`src/rtl/rv32i_top_proc_if.sv`:
```
// rv32i_top_proc_if
//   Bus bundle between the rv32i_top_proc core and its external memories.
//   The instruction ROM and the data RAM are both synchronous-read.
//
//   master (core side):
//     PC            out  32  fetch byte address to the instruction ROM
//     instr         in   32  ROM word, registered by the ROM
//     dAddress      out  32  data RAM byte address (0 outside MEM)
//     dWriteData    out  32  store data (0 outside MEM)
//     dReadData     in   32  RAM read data, registered by the RAM
//     MemRead       out   1  LW access in MEM
//     MemWrite      out   1  SW access in MEM
//     WriteBackData out  32  value written to rd (0 outside WB)
//   slave (memory / environment side): same signals, opposite directions.
interface rv32i_top_proc_if;
    logic [31:0] PC;
    logic [31:0] instr;
    logic [31:0] dAddress;
    logic [31:0] dWriteData;
    logic [31:0] dReadData;
    logic        MemRead;
    logic        MemWrite;
    logic [31:0] WriteBackData;

    modport master (
        output PC, dAddress, dWriteData, MemRead, MemWrite, WriteBackData,
        input  instr, dReadData
    );

    modport slave (
        input  PC, dAddress, dWriteData, MemRead, MemWrite, WriteBackData,
        output instr, dReadData
    );
endinterface

```
`src/rtl/rv32i_top_proc.sv`:
```
// rv32i_top_proc
//   Multicycle RV32I-subset core. Every instruction walks the fixed state
//   sequence IF -> ID -> EX -> MEM -> WB and takes exactly five cycles.
//   Supported: ADD SUB AND OR XOR SLT, ADDI ANDI ORI XORI SLTI, LW SW BEQ.
//   Every other encoding executes as a NOP (no writes, PC + 4).
//
//   Optional feature: define TOP_PROC_SHIFT_EN to add SLL SRL SRA SLLI
//   SRLI SRAI. Without it, shift encodings are NOPs and no shifter exists.
//
//   Ports:
//     clk   in   system clock, rising-edge
//     rst   in   asynchronous active-high reset
//     bus   master modport of rv32i_top_proc_if (ROM, RAM, write-back)
//   Parameter:
//     INITIAL_PC  byte address loaded into the PC on reset
module rv32i_top_proc #(
    parameter logic [31:0] INITIAL_PC = 32'h00400000
) (
    input  logic              clk,
    input  logic              rst,
    rv32i_top_proc_if.master  bus
);

    localparam logic [2:0] S_IF  = 3'd0;
    localparam logic [2:0] S_ID  = 3'd1;
    localparam logic [2:0] S_EX  = 3'd2;
    localparam logic [2:0] S_MEM = 3'd3;
    localparam logic [2:0] S_WB  = 3'd4;

    localparam logic [6:0] OP_R   = 7'b0110011;
    localparam logic [6:0] OP_I   = 7'b0010011;
    localparam logic [6:0] OP_LW  = 7'b0000011;
    localparam logic [6:0] OP_SW  = 7'b0100011;
    localparam logic [6:0] OP_BR  = 7'b1100011;

    localparam logic [6:0] F7_BASE = 7'b0000000;
    localparam logic [6:0] F7_ALT  = 7'b0100000;

    typedef enum logic [3:0] {
        ALU_ADD,
        ALU_SUB,
        ALU_AND,
        ALU_OR,
        ALU_XOR,
        ALU_SLT
`ifdef TOP_PROC_SHIFT_EN
        ,
        ALU_SLL,
        ALU_SRL,
        ALU_SRA
`endif
    } alu_op_e;

    // ------------------------------------------------------------------
    // State
    // ------------------------------------------------------------------
    logic [2:0]  state_q, state_d;
    logic [31:0] pc_q, pc_d;
    logic [31:0] regs_q [32];
    logic [31:0] alu_q;
    logic        zero_q;

    // ------------------------------------------------------------------
    // Instruction fields
    // ------------------------------------------------------------------
    logic [6:0]  opcode;
    logic [4:0]  rd, rs1, rs2;
    logic [2:0]  funct3;
    logic [6:0]  funct7;
    logic [31:0] imm_i, imm_s, imm_b;

    assign opcode = bus.instr[6:0];
    assign rd     = bus.instr[11:7];
    assign funct3 = bus.instr[14:12];
    assign rs1    = bus.instr[19:15];
    assign rs2    = bus.instr[24:20];
    assign funct7 = bus.instr[31:25];

    assign imm_i = {{20{bus.instr[31]}}, bus.instr[31:20]};
    assign imm_s = {{20{bus.instr[31]}}, bus.instr[31:25], bus.instr[11:7]};
    assign imm_b = {{19{bus.instr[31]}}, bus.instr[31], bus.instr[7],
                    bus.instr[30:25], bus.instr[11:8], 1'b0};

    // ------------------------------------------------------------------
    // Decode
    // ------------------------------------------------------------------
    alu_op_e     alu_op;
    logic        use_imm;
    logic [31:0] imm;
    logic        reg_write;
    logic        is_lw, is_sw, is_beq;

    always_comb begin
        alu_op    = ALU_ADD;
        use_imm   = 1'b0;
        imm       = imm_i;
        reg_write = 1'b0;
        is_lw     = 1'b0;
        is_sw     = 1'b0;
        is_beq    = 1'b0;

        case (opcode)
            OP_R: begin
                reg_write = 1'b1;
                case ({funct7, funct3})
                    {F7_BASE, 3'b000}: alu_op = ALU_ADD;
                    {F7_ALT,  3'b000}: alu_op = ALU_SUB;
                    {F7_BASE, 3'b111}: alu_op = ALU_AND;
                    {F7_BASE, 3'b110}: alu_op = ALU_OR;
                    {F7_BASE, 3'b100}: alu_op = ALU_XOR;
                    {F7_BASE, 3'b010}: alu_op = ALU_SLT;
`ifdef TOP_PROC_SHIFT_EN
                    {F7_BASE, 3'b001}: alu_op = ALU_SLL;
                    {F7_BASE, 3'b101}: alu_op = ALU_SRL;
                    {F7_ALT,  3'b101}: alu_op = ALU_SRA;
`endif
                    default:           reg_write = 1'b0;
                endcase
            end
            OP_I: begin
                use_imm   = 1'b1;
                reg_write = 1'b1;
                case (funct3)
                    3'b000:  alu_op = ALU_ADD;
                    3'b111:  alu_op = ALU_AND;
                    3'b110:  alu_op = ALU_OR;
                    3'b100:  alu_op = ALU_XOR;
                    3'b010:  alu_op = ALU_SLT;
`ifdef TOP_PROC_SHIFT_EN
                    // Shift-immediates reuse imm[11:5] as funct7.
                    3'b001: begin
                        if (funct7 == F7_BASE) alu_op = ALU_SLL;
                        else                   reg_write = 1'b0;
                    end
                    3'b101: begin
                        if      (funct7 == F7_BASE) alu_op = ALU_SRL;
                        else if (funct7 == F7_ALT)  alu_op = ALU_SRA;
                        else                        reg_write = 1'b0;
                    end
`endif
                    default: reg_write = 1'b0;
                endcase
            end
            OP_LW: begin
                if (funct3 == 3'b010) begin
                    is_lw     = 1'b1;
                    reg_write = 1'b1;
                    use_imm   = 1'b1;
                end
            end
            OP_SW: begin
                if (funct3 == 3'b010) begin
                    is_sw   = 1'b1;
                    use_imm = 1'b1;
                    imm     = imm_s;
                end
            end
            OP_BR: begin
                if (funct3 == 3'b000) begin
                    is_beq = 1'b1;
                    alu_op = ALU_SUB;
                end
            end
            default: ;
        endcase
    end

    // ------------------------------------------------------------------
    // Register read and ALU
    // ------------------------------------------------------------------
    logic [31:0] rs1_val, rs2_val;
    logic [31:0] op_a, op_b;
    logic [31:0] alu_d;

    // x0 is reset to zero and never written, so a plain read returns 0.
    assign rs1_val = regs_q[rs1];
    assign rs2_val = regs_q[rs2];
    assign op_a    = rs1_val;
    assign op_b    = use_imm ? imm : rs2_val;

    always_comb begin
        alu_d = '0;
        case (alu_op)
            ALU_ADD: alu_d = op_a + op_b;
            ALU_SUB: alu_d = op_a - op_b;
            ALU_AND: alu_d = op_a & op_b;
            ALU_OR:  alu_d = op_a | op_b;
            ALU_XOR: alu_d = op_a ^ op_b;
            ALU_SLT: alu_d = {31'b0, $signed(op_a) < $signed(op_b)};
`ifdef TOP_PROC_SHIFT_EN
            ALU_SLL: alu_d = op_a << op_b[4:0];
            ALU_SRL: alu_d = op_a >> op_b[4:0];
            ALU_SRA: alu_d = $unsigned($signed(op_a) >>> op_b[4:0]);
`endif
            default: alu_d = '0;
        endcase
    end

    // ------------------------------------------------------------------
    // Control and PC
    // ------------------------------------------------------------------
    logic [31:0] wb_data;

    assign wb_data = is_lw ? bus.dReadData : alu_q;

    always_comb begin
        case (state_q)
            S_IF:    state_d = S_ID;
            S_ID:    state_d = S_EX;
            S_EX:    state_d = S_MEM;
            S_MEM:   state_d = S_WB;
            S_WB:    state_d = S_IF;
            default: state_d = S_IF;
        endcase
    end

    always_comb begin
        pc_d = pc_q;
        if (state_q == S_WB) begin
            if (is_beq && zero_q) pc_d = pc_q + imm_b;
            else                  pc_d = pc_q + 32'd4;
        end
    end

    always_ff @(posedge clk or posedge rst) begin
        if (rst) begin
            state_q <= S_IF;
            pc_q    <= INITIAL_PC;
            alu_q   <= '0;
            zero_q  <= 1'b0;
        end else begin
            state_q <= state_d;
            pc_q    <= pc_d;
            if (state_q == S_EX) begin
                alu_q  <= alu_d;
                zero_q <= (alu_d == '0);
            end
        end
    end

    always_ff @(posedge clk or posedge rst) begin
        if (rst) begin
            for (int unsigned i = 0; i < 32; i++) begin
                regs_q[i] <= '0;
            end
        end else if (state_q == S_WB && reg_write && rd != 5'd0) begin
            regs_q[rd] <= wb_data;
        end
    end

    // ------------------------------------------------------------------
    // Gated outputs
    // ------------------------------------------------------------------
    logic in_mem;

    assign in_mem            = (state_q == S_MEM);
    assign bus.PC            = pc_q;
    assign bus.MemRead       = in_mem && is_lw;
    assign bus.MemWrite      = in_mem && is_sw;
    assign bus.dAddress      = (in_mem && (is_lw || is_sw)) ? alu_q : '0;
    assign bus.dWriteData    = (in_mem && is_sw) ? rs2_val : '0;
    assign bus.WriteBackData = (state_q == S_WB && reg_write) ? wb_data : '0;

endmodule

```
`src/flat_wrapper.sv`:
```
// flat-port wrapper written by rule: the top's interface ports become plain ports
module rv32i_top_proc_flat 
#(
    parameter logic [31:0] INITIAL_PC = 32'h00400000
)
  (clk, rst, bus_PC, bus_dAddress, bus_dWriteData, bus_MemRead, bus_MemWrite, bus_WriteBackData, bus_instr, bus_dReadData);
  rv32i_top_proc_if bus_i ();
  input  logic clk;
  input  logic rst;
  output wire logic [$bits(bus_i.PC)-1:0] bus_PC;
  output wire logic [$bits(bus_i.dAddress)-1:0] bus_dAddress;
  output wire logic [$bits(bus_i.dWriteData)-1:0] bus_dWriteData;
  output wire logic [$bits(bus_i.MemRead)-1:0] bus_MemRead;
  output wire logic [$bits(bus_i.MemWrite)-1:0] bus_MemWrite;
  output wire logic [$bits(bus_i.WriteBackData)-1:0] bus_WriteBackData;
  input wire logic [$bits(bus_i.instr)-1:0] bus_instr;
  input wire logic [$bits(bus_i.dReadData)-1:0] bus_dReadData;
  assign bus_PC = bus_i.PC;
  assign bus_dAddress = bus_i.dAddress;
  assign bus_dWriteData = bus_i.dWriteData;
  assign bus_MemRead = bus_i.MemRead;
  assign bus_MemWrite = bus_i.MemWrite;
  assign bus_WriteBackData = bus_i.WriteBackData;
  assign bus_i.instr = bus_instr;
  assign bus_i.dReadData = bus_dReadData;
  rv32i_top_proc #(.INITIAL_PC(INITIAL_PC)) u_core (.clk(clk), .rst(rst), .bus(bus_i));
endmodule
```
`config.mk`:
```
export PLATFORM = sky130hd
export DESIGN_NAME = rv32i_top_proc_flat
export DESIGN_NICKNAME = d
export VERILOG_FILES = /design/src/rtl/rv32i_top_proc_if.sv /design/src/rtl/rv32i_top_proc.sv /design/src/flat_wrapper.sv
export SDC_FILE = /design/constraint.sdc
export NUM_CORES = 2
export LEC_CHECK = 0
export ABC_CLOCK_PERIOD_IN_PS = 33200
export CAP_MARGIN = 20
export CORE_MARGIN = 3
export CORE_UTILIZATION = 55
export DETAILED_ROUTE_END_ITERATION = 7
export PLACE_DENSITY = 0.75
export SLEW_MARGIN = 20
export SYNTH_ARGS = -nofsm -noshare
export SYNTH_HDL_FRONTEND = slang
export SYNTH_SLANG_ARGS = --single-unit
```
`constraint.sdc`:
```
create_clock -name clk -period 33.2 [get_ports clk]
set_input_delay 3.32 -clock clk [delete_from_list [all_inputs] [get_ports clk]]
set_output_delay 3.32 -clock clk [all_outputs]
set_load 0.005 [all_outputs]
```
== After elaboration in Yosys (flattened, before gate mapping) ==
Cells that the tools add are included.
Cells by class
  add/subtract/negate cells: 4
  equality and inequality tests: 23
  bitwise operators: 6
  divide/modulo/power cells: 0
  reductions and logical operators: 17
  magnitude comparators: 5
  multiply operators: 0
  mux-type cells: 32
  shift-type cells: 0
Operators by type and width (count)
  1024-bit bitwise mux: 1
  32-bit 2-to-1 mux: 11
  32-bit binary-select mux with 5-bit select: 2
  32-bit case mux with 6 select lines: 1
  32-bit demux with 5-bit select: 1
  32-bit adder: 2
  32-bit by 3-bit adder with 32-bit output, second input constant: 1
  32-bit bitwise AND: 1
  32-bit zero test: 1
  32-bit less-than comparator: 1
  32-bit OR: 1
  32-bit subtractor: 1
  32-bit XOR: 1
  10-bit by 3-bit == test with 1-bit output, second input constant: 3
  3-bit case mux with 4 select lines: 2
  6-bit >= comparator, second input constant: 3
  5-bit inverter with 6-bit output: 3
  3-bit case mux with 5 select lines: 1
  7-bit by 6-bit == test with 1-bit output, second input constant: 2
  3-bit == test, second input constant: 4
  4-bit case mux with 3 select lines: 1
  10-bit by 2-bit == test with 1-bit output, second input constant: 1
  10-bit by 9-bit == test with 1-bit output, second input constant: 1
  10-bit zero test: 1
  21 further kinds: 40
Word-level totals
  input port bits: 66
  logic and storage cells: 123
  bits in read-only memories: 0
  bits in latches: 0
  register bits after elaboration: 1092
  memories: 0
  output and inout bits: 130
  bits in writable memories: 0

== Longest topological paths before layout ==
  depth in word-level cells: 8
  mapped depth: 23
  gate-level depth less buffers: 21

== Least setup slack after synthesis ==
OpenSTA, ideal clock, no wires.
  path kind: input-to-reg
  start point: input port bus_instr[20]
  end point: register u_core.zero_q
  setup time: 77 ps
  path buffers: 5
  setup slack: 23546 ps
  arrival: 9577 ps
  stages on the path: 22
  data required time: 33123 ps
  cell sequence: clkbuf_1 > buf_1 > clkbuf_1 > buf_1 > mux4_2 > mux4_2 > mux2i_1 > a21oi_1 > ha_1 > clkbuf_1 > nor2b_1 > nor2_1 > o221ai_1 > a2111o_1 > a221o_1 > a211oi_1 > o21bai_1 > mux2i_1 > a2111o_1 > or3_1 > or4_1 > o21ai_1
On the way
  word-level cells in the longest chain between the ends: 8
  elaborated cells between the ends (all ways): 15
  classes of those cells: 2 x add/sub; 1 x order compare; 7 x mux; 4 x bitwise; 1 x reduce/logical
Ends and longest elaborated chain
  start: declaration: line flat_wrapper.sv:16  | input wire logic [$bits(bus_i.instr)-1:0] bus_instr;
  5-bit inverter with 6-bit output (implied by the code): line rv32i_top_proc.sv:177  | assign rs2_val = regs_q[rs2];
  32-bit binary-select mux with 5-bit select: line rv32i_top_proc.sv:177
  32-bit 2-to-1 mux (implied by the code) (2 in a row): line rv32i_top_proc.sv:177
  32-bit 2-to-1 mux (*): line rv32i_top_proc.sv:179  | assign op_b = use_imm ? imm : rs2_val;
  32-bit subtractor (tied with other cells): line rv32i_top_proc.sv:185  | ALU_SUB: alu_d = op_a - op_b;
  32-bit case mux with 6 select lines (*): line rv32i_top_proc.sv:183  | case (alu_op)
  32-bit zero test (*): line rv32i_top_proc.sv:236  | zero_q <= (alu_d == '0);
  end signal: assignment: line rv32i_top_proc.sv:236
  end: declaration: line rv32i_top_proc.sv:61  | logic zero_q;
Every way passes the cells marked *; elsewhere a longest branch is shown, timed or not. The select of a mux whose other input is x is not followed.
A chain may end at the register's enable or synchronous reset.

== Worst setup path in the final report ==
  start point: input port bus_instr[21]
  end point: output port bus_dWriteData[29]
On the way
  word-level cells in the longest chain between the ends: 5
Ends and longest elaborated chain
  5-bit inverter with 6-bit output (implied by the code): line rv32i_top_proc.sv:177
  32-bit binary-select mux with 5-bit select: line rv32i_top_proc.sv:177
  32-bit 2-to-1 mux (implied by the code) (2 in a row): line rv32i_top_proc.sv:177
  32-bit 2-to-1 mux: line rv32i_top_proc.sv:261  | assign bus.dWriteData = (in_mem && is_sw) ? rs2_val : '0;
  end: declaration: line flat_wrapper.sv:12  | output wire logic [$bits(bus_i.dWriteData)-1:0] bus_dWriteData;
No other way between the ends. The select of a mux whose other input is x is not followed.

==> flow_metrics.py <==
metrics = {
    "final_layout": {
        "layout-drive-gt1-share_pct": 19.1,
        "fin_cells": 7265,
        "mostFrequentLayoutCells": "1,090 x dfrtp_1, 839 x nand2_1, 814 x o21ai_0",
        "syn_to_final_growth_pct": 11.0,
        "fin_nets": 5874,
        "final_common_cell": "dfrtp_1",
    },
    "min_path": {
        "whs_endpoint": "u_core.regs_q[1000]$_DFFE_PP0P_",
        "hold_start": "u_core.regs_q[1000]$_DFFE_PP0P_",
        "hp-class": "reg -> reg",
        "whs_path_depth": 0,
    },
    "timing": {
        "final_max_slew_viol_count": 0,
        "rsz0062_at_grt": "false",
        "clock_skew_ps": 43.8,
        "hold_slack_ps": 395,
        "relSlewSlack_pct": 21.3,
        "finalSetupViolCount": 0,
        "worst_slew_pin_slew_ps": 1180,
        "tns_ps": 0,
        "finalCritPeriodShare_pct": 34.4,
        "timing.fmax_ghz": 0.0876,
        "period_minus_slack_ps": 11410,
        "final_hold_viol_count": 0,
    },
    "synthesis": {
        "yosysUniqueCellTypes": 91,
        "synth_xor_area_share_pct": 0.558,
        "syn-num-nets": 6028,
        "seq_area_frac_synth_pct": 43.5,
        "synth_compound_area_share_pct": 13.2,
        "synth_flop_cell": "dfrtp_1",
        "syn_inst": 5831,
        "synth.largest_area_cell": "dfrtp_1",
        "postSynthAreaPerCell_um2": 10.8,
        "ys_warn_count": 0,
        "synth_edf_count": 0,
        "muxShareOfSynthArea_pct": 25.3,
        "yosysTopAreaCellShare_pct": 43.4,
        "async_reset_ff_share_pct": 100,
        "synth_top_family_by_area": "multiplexers",
        "synth-adder-area-share_pct": 2.65,
        "ys_ff_latch": 1091,
        "syn_area_um2": 62800,
        "synthTopCellsByArea": "dfrtp_1 43%, mux4_2 23%, o21ai_0 6.5%",
        "synth_simple_gate_area_share_pct": 10.6,
    },
    "floorplan": {
        "die_w_um": 344,
        "start_util_pct": 55.6,
        "die_height_um": 344,
        "core_area_um2": 113000,
        "rows": 123,
        "ios": 196,
        "die_area_um2": 118000,
    },
    "global_routing": {
        "grt_pass1_vias": 49249,
        "grt-ovfl-total": 0,
        "track_usage_pct": 34.4,
        "grt_max_degree": 160,
        "grt_pass1_wl_um": 305000,
        "antenna_found_initial": 0,
    },
    "critical_path": {
        "r2r.worst_path.cells": 17,
        "path_buf_inv": 4,
        "rrSetupSlack_ps": 26570,
        "critPathMaxFanout": 71,
        "cp-end-kind": "output pin",
        "arrival_ps": 8090,
        "critPathTopFamily": "buffers and inverters",
        "critical_path.max_stage_delay_ps": 950,
        "crit_path_start": "bus_instr[21]",
        "rr_endpoint": "u_core.zero_q$_DFFE_PP0N_",
        "critPathSlowestCell": "buf_4",
        "worstPathRequired_ps": 29880,
        "start_kind": "input pin",
        "crit_type": "in -> out",
        "reg2reg_from": "u_core.regs_q[258]$_DFFE_PP0P_",
        "path_cells": "buf_8 -> buf_4 -> buf_4 -> mux4_2 -> mux4_2 -> mux2i_1 -> nor2_1 -> clkdlybuf4s50_1",
    },
    "route": {
        "firstDrtPassIters": 8,
        "wl_um": 203000,
        "ant_nets": 0,
        "post-route-drc-count": 0,
        "vias": 49547,
        "post_drt_wl_per_cell_um": 28.0,
        "vias_per_cell": 6.82,
        "drt-initial-drc-count": 5876,
    },
    "clocking": {
        "path_clk_slew_ps": 60,
        "cts_resized": 0,
        "postCtsSetupRepairBufs": 0,
        "clkLatencyLatePin_ps": 740,
        "ctsHtreeMaxLevel": 3,
        "root_buffer": "clkbuf_16",
        "clkSinkCount": 1091,
        "cts_made_buffers": 109,
        "ctsHoldBuffers": 0,
        "clock_path_buffers": 3,
        "cts_tree": "done",
    },
    "placed_design": {
        "gp_congestion": 0.989,
        "place_inst": 7061,
        "dp_hpwl_um": 119000,
        "io_buffers": 194,
    },
    "run_status": {
        "status": "finished, final reports clean",
    },
    "power": {
        "power.density_nw_per_um2": 40.6,
        "ir_drop_mv": 0.0409,
        "power_mw": 2.83,
        "leakage_nw": 29.1,
    },
    "run": {
        "drv_cap": 0,
    },
}
-- cell type report --
class | instances | area (um2)
Tap cell | 1500 | 1880
Clock buffer | 144 | 3080
Timing Repair Buffer | 300 | 2880
Clock inverter | 53 | 731
Inverter | 121 | 458
Multi-Input combinational cell | 4054 | 33300
Antenna cell | 2 | 5.00
Fill cell | 8680 | 43300
Sequential cell | 1091 | 27300
-- cell families (layout without fill, tap and decap cells) --
group / Yosys count / count (layout)
muxes: 776 / 776
and+or+nand+nor: 1603 / 1603
other: 1 / 3
DFF: 1091 / 1091
adders and majority gates: 131 / 131
buffers and inverters: 686 / 618
AOI/OAI and AO/OA: 1503 / 1503
xor gates and xnor gates: 40 / 40
-- cells in the mapped netlist (61+ instances only) --
cell,number
a21oi_1,438
buf_1,74
clkbuf_1,468
dfrtp_1,1090
ha_1,128
inv_1,120
mux2_2,61
mux2i_1,74
mux4_2,640
nand2_1,853
nor2_1,476
o21ai_0,814
-- worst max path at each step --
stage / to / slack, ps / cells after the start
after detailed placement: u_core.zero_q$_DFFE_PP0N_ / 21700 / 22
after floorplan: u_core.alu_q[0]$_DFFE_PP0N_ / 14830 / 1
final: bus_dWriteData[29] / 21790 / 8
after global routing: bus_dWriteData[29] / 21680 / 8
after global placement: u_core.zero_q$_DFFE_PP0N_ / 21800 / 21
after CTS: bus_dWriteData[29] / 21880 / 8
-- registers in the layout, indices dropped and copies added (netlist names) --
register and flops:
u_core.state_q 3, u_core.zero_q 1, u_core.alu_q 32, u_core.bus.PC 31, u_core.regs_q 1024
-- metrics by stage --
step / instance area, um2 / utilization [%] / setup WS, ps
3_5_place_dp: 65700 / 58.2 / 21700
5_1_grt: 69700 / 61.7 / 21680
2_1_floorplan: 62800 / - / 14830
6_report: 69700 / 61.7 / 21790
4_1_cts: 69500 / 61.6 / 21880
3_3_place_gp: 65700 / 58.2 / 21800
-- power by group --
group / switching, mW / internal, mW / total [mW] / leakage [nW]
clock: 0.555 / 0.776 / 1.33 / 1.87
sequential: 0.00259 / 1.33 / 1.33 / 15.2
combinational: 0.108 / 0.0570 / 0.165 / 12.0
-- per-layer routing --
layer  wire length (um)  vias up  part of all wire (%)  global-route usage (%)
met1              74700    24952                    37                    45.9
met3              23600      709                    12                    9.20
met4              11000        2                   5.4                    16.4
met2              93700     2966                    46                    52.8
li1                   -    20918                     -                       -
met5                135        -                 0.066                   0.817
No activity file was read; power rests on OpenSTA's default activity.
